===== src/rtl/shift_arbiter.sv =====
`default_nettype none
// +----------------------------------------------------------------------------+
// | Module      : shift_arbiter                                                |
// | Description : Two-requester round-robin front end for a shared 32-bit      |
// |               barrel shifter. A request is accepted in IDLE, its operands  |
// |               are presented to the shifter for one cycle in SHIFT, and the |
// |               result is held in HOLD until the consumer takes it.          |
// |               Amounts of 32 or more saturate to 32 and yield zero.         |
// |               Optional macro SHIFT_ARB_BYPASS_EN: a zero amount skips the  |
// |               shifter and returns the operand one cycle earlier.           |
// | Revision    : 1.0  initial release                                         |
// +----------------------------------------------------------------------------+
module shift_arbiter (
  input  logic        clk,
  input  logic        rst_n,
  // requester 0 (operand-2 path)
  input  logic        req0_valid,
  output logic        req0_ready,
  input  logic [31:0] req0_data,
  input  logic [31:0] req0_amt,
  input  logic        req0_dir,
  // requester 1 (address path)
  input  logic        req1_valid,
  output logic        req1_ready,
  input  logic [31:0] req1_data,
  input  logic [31:0] req1_amt,
  input  logic        req1_dir,
  // shared shifter
  output logic        sh_enable,
  output logic [31:0] sh_in_data,
  output logic [31:0] sh_shift_amt,
  output logic        sh_control,
  input  logic [31:0] sh_out_data,
  // response
  output logic        rsp_valid,
  input  logic        rsp_ready,
  output logic        rsp_id,
  output logic [31:0] rsp_data
);

  localparam logic [31:0] c_AMT_SAT = 32'd32;

  typedef enum logic [1:0] {
    ST_IDLE  = 2'd0,
    ST_SHIFT = 2'd1,
    ST_HOLD  = 2'd2
  } state_t;

  state_t      r_state;
  state_t      w_state_nxt;
  logic        r_last_grant;
  logic [31:0] r_data;
  logic [31:0] r_amt;
  logic        r_dir;
  logic        r_id;
  logic        r_force_zero;
  logic [31:0] r_rsp_data;

  logic        w_gnt0;
  logic        w_gnt1;
  logic        w_accept;
  logic [31:0] w_sel_data;
  logic [31:0] w_sel_amt;
  logic        w_sel_dir;
  logic        w_amt_big;

  // Round-robin: under contention the requester not granted last wins.
  assign w_gnt0 = req0_valid & (~req1_valid | r_last_grant);
  assign w_gnt1 = req1_valid & (~req0_valid | ~r_last_grant);

  assign w_sel_data = w_gnt1 ? req1_data : req0_data;
  assign w_sel_amt  = w_gnt1 ? req1_amt  : req0_amt;
  assign w_sel_dir  = w_gnt1 ? req1_dir  : req0_dir;
  assign w_amt_big  = |w_sel_amt[31:5];

  // State register.
  always_ff @(posedge clk or negedge rst_n) begin
    if (!rst_n) begin
      r_state <= ST_IDLE;
    end else begin
      r_state <= w_state_nxt;
    end
  end

  // Next-state logic and acceptance strobe.
  always_comb begin
    w_state_nxt = r_state;
    w_accept    = 1'b0;
    case (r_state)
      ST_IDLE: begin
        if (w_gnt0 | w_gnt1) begin
          w_accept    = 1'b1;
          w_state_nxt = ST_SHIFT;
`ifdef SHIFT_ARB_BYPASS_EN
          if (w_sel_amt == 32'd0) begin
            w_state_nxt = ST_HOLD;
          end
`endif
        end
      end
      ST_SHIFT: begin
        w_state_nxt = ST_HOLD;
      end
      ST_HOLD: begin
        if (rsp_ready) begin
          w_state_nxt = ST_IDLE;
        end
      end
      default: begin
        w_state_nxt = ST_IDLE;
      end
    endcase
  end

  // Operand capture on acceptance and result capture at the end of SHIFT.
  always_ff @(posedge clk or negedge rst_n) begin
    if (!rst_n) begin
      r_last_grant <= 1'b1;
      r_data       <= 32'd0;
      r_amt        <= 32'd0;
      r_dir        <= 1'b0;
      r_id         <= 1'b0;
      r_force_zero <= 1'b0;
      r_rsp_data   <= 32'd0;
    end else begin
      if (w_accept) begin
        r_last_grant <= w_gnt1;
        r_id         <= w_gnt1;
        r_data       <= w_sel_data;
        r_amt        <= w_amt_big ? c_AMT_SAT : w_sel_amt;
        r_dir        <= w_sel_dir;
        r_force_zero <= w_amt_big;
`ifdef SHIFT_ARB_BYPASS_EN
        if (w_sel_amt == 32'd0) begin
          r_rsp_data <= w_sel_data;
        end
`endif
      end else if (r_state == ST_SHIFT) begin
        // Oversized amounts are zeroed here rather than trusting the shifter.
        r_rsp_data <= r_force_zero ? 32'd0 : sh_out_data;
      end
    end
  end

  // Readies are gated by reset so every output reads zero while rst_n is low.
  assign req0_ready   = rst_n & (r_state == ST_IDLE) & w_gnt0;
  assign req1_ready   = rst_n & (r_state == ST_IDLE) & w_gnt1;

  assign sh_enable    = (r_state == ST_SHIFT);
  assign sh_in_data   = r_data;
  assign sh_shift_amt = r_amt;
  assign sh_control   = r_dir;

  assign rsp_valid    = (r_state == ST_HOLD);
  assign rsp_id       = r_id;
  assign rsp_data     = r_rsp_data;

endmodule
`default_nettype wire


===== config.mk =====
export PLATFORM = sky130hd
export DESIGN_NAME = shift_arbiter
export DESIGN_NICKNAME = d
export VERILOG_FILES = /design/src/rtl/shift_arbiter.sv
export SDC_FILE = /design/constraint.sdc
export NUM_CORES = 1
export LEC_CHECK = 0
export ABC_AREA = 1
export BUFFER_PORTS_ARGS = -buffer_cell sky130_fd_sc_hd__buf_2
export CORE_ASPECT_RATIO = 0.8
export CORE_MARGIN = 2
export CORE_UTILIZATION = 31
export CTS_CLUSTER_DIAMETER = 30
export DETAILED_ROUTE_END_ITERATION = 16
export PLACE_DENSITY = 0.58
export SLEW_MARGIN = 20
export SYNTH_ARGS = -nofsm -noshare
export SYNTH_HDL_FRONTEND = slang
export SYNTH_SLANG_ARGS = --single-unit

===== constraint.sdc =====
create_clock -name clk -period 2.4 [get_ports clk]
set_input_delay 0.6 -clock clk [delete_from_list [all_inputs] [get_ports clk]]
set_output_delay 0.6 -clock clk [all_outputs]
set_load 0.02 [all_outputs]

==> qor.yml <==
run_status:
  outcome: "complete, no violations"
clock_network:
  ctsHoldBuffers: 0
  cts_resized: 0
  numCtsBuffers: 9
  clkLatencyLatePin_ns: 0.34
  root_buffer: "clkbuf_16"
  numClockSinks: 102
  cts_tree: "yes"
  clk_pin_slew_worst_paths_ns: 0.07
  ctsHtreeMaxLevel: 3
  cts_buffer_depth: 2
  cts_setup_buffers: 0
cells_and_area:
  layout.nets: 1052
  final_cell_mix: "buf_2, nand2_1, dfrtp_1, nor2_1, inv_1"
  diodes: 0
  drive_above_1_share: 0.348
  synthToLayoutAreaGrowth_pct: 38.2
  final_cell_area_um2: 6680
  fillerInstances: 1617
  final_common_cell: "buf_2"
timing:
  min_period_ns: 2.01
  slew_violations: 0
  setup_viol: 0
  fin_ws_ns: 0.390
  max_freq_mhz: 497
  worst_pin_slew_ns: 0.540
  hold_violations: 0
  fin_crit_sh: 0.838
  worst_clock_skew_ns: 0.00891
  finalSetupTns_ns: 0
  rsz0062_at_grt: "false"
  slew_headroom: 0.640
routing:
  drtAntennaViolNets: 0
  num_vias: 4686
  routed_wl_mm: 14.7
  viasPerCell: 4.26
  first_iter_violations: 144
  drc: 0
  wl_per_cell_um: 13.3
  drtPass1Iterations: 4
die:
  core_area_um2: 15100
  die_area_um2: 16600
  ioPinCount: 269
  rows: 40
  initial_core_util: 0.320
  die_h_um: 116
  die_x_um: 144
setup_path:
  cpPeakStageDelay_ns: 0.55
  worstSetupStartpointType: "flop"
  crit_fanout: 45
  worstPathRequired_ns: 1.80
  arrival_ns: 1.41
  path_class: "reg2out"
  cp.buffers_inverters: 1
  r2r_setup_slack_ns: 0.73
  crit_path_cell_trace: "nand2_4 > nand2_8 > nor2_1 > buf_2"
  critical_path.top_delay_family: "flip-flops"
  critPathCaptureType: "output pin"
  critical-path-slowest-cell: "dfstp_2"
logic_synthesis:
  seq_area_frac_synth: 0.528
  ys_types: 18
  ys_ff_latch: 102
  yosys_warnings: 0
  syn_avg_cell_area_um2: 7.72
  mappedNetlistArea_um2: 4830
  synthesis.nets: 793
  synth_cells: 626
grt:
  first_global_vias: 4556
  grt_usage: 0.177
  grt_pass1_wl_mm: 22.9
  gr-total-overflow: 0
  grt_max_degree: 103
  antenna_found_initial: 0
place:
  place_congestion: 0.791
  port_buffers: 268
  dpl_cell_area_um2: 6390
  hpwl_mm: 11.1
  dp_slack_ns: 0.401
hold_path:
  hp-class: "in2async"
pwr:
  p_leak_nw: 3.92
  peakVddDrop_mv: 0.430
  power.density_nw_per_um2: 872
job:
  drv_cap: 0
## power breakdown
group | switching (mW) | total, mW | internal [mW]
clock network | 0.635 | 1.39 | 0.758
registers | 0.177 | 2.22 | 2.04
logic | 1.51 | 2.21 | 0.704
## layout make-up
type | instances | area (um^2) | area share
Clock inverter | 4 | 30.0 | 0.00450
Clock buffer | 11 | 253 | 0.0378
Timing Repair Buffer | 284 | 1480 | 0.221
Tap cell | 210 | 263 | 0.0393
Multi-Input combinational cell | 418 | 1840 | 0.275
Sequential cell | 102 | 2550 | 0.382
Inverter | 70 | 263 | 0.0393
## routing by layer
metal / GRT usage / wire length (um) / vias to the layer above
li1: - / - / 2445
met3: 0.0612 / 1250 / 15
met1: 0.223 / 6480 / 2051
met2: 0.294 / 6740 / 175
met5: 0 / 0 / -
met4: 0.0425 / 184 / 0
## registers in the layout (all words and copies together), names as in the netlist
signal and cells:
rsp_data 32, sh_in_data 32, sh_shift_amt 32, r_state 2, r_force_zero 1, r_last_grant 1, rsp_id 1, sh_control 1
## logic make-up after synthesis
family                 Yosys count  synth area share
DFF                            102             0.528
AOI/OAI and AO/OA               72            0.0746
and+or+nand+nor                346             0.304
buffers and inverters          106            0.0932
## stage by stage
stage                util  power, mW  std cells  hold slack [ns]
floorplan               -       3.62        626            0.304
global placement    0.423       4.51       1084            0.457
detailed placement  0.423       4.51       1084            0.460
CTS                 0.442       5.93       1099            0.361
global route        0.442       6.26       1099            0.381
finish              0.442       5.82       1099            0.328
## path summary, 6_finish.rpt
kind / cells after the start / end / startpoint
worst max-delay path: 4 / req1_ready / r_last_grant$_DFFE_PN1P_
worst min-delay path: 2 / sh_in_data[13]$_DFFE_PN0P_ / rst_n
worst max register to register: 10 / sh_shift_amt[5]$_DFFE_PN0P_ / r_last_grant$_DFFE_PN1P_
worst min register to register: 2 / sh_shift_amt[0]$_DFFE_PN0P_ / sh_shift_amt[0]$_DFFE_PN0P_
max in group asynchronous: 2 / r_last_grant$_DFFE_PN1P_ / rst_n
min in group clk: 2 / r_state[1]$_DFFE_PN0P_ / rsp_ready
## cell usage after synthesis (all sizes together)
cell type / number / area [um^2]
buf: 19 / 124
clkbuf: 17 / 63.8
dfrtp: 101 / 2530
dfstp: 1 / 26.3
inv: 70 / 263
nand2: 202 / 785
nand3: 45 / 225
nand3b: 18 / 135
nor2: 81 / 324
o21ai: 72 / 360
Note: power is estimated with default switching activity, not from simulation.
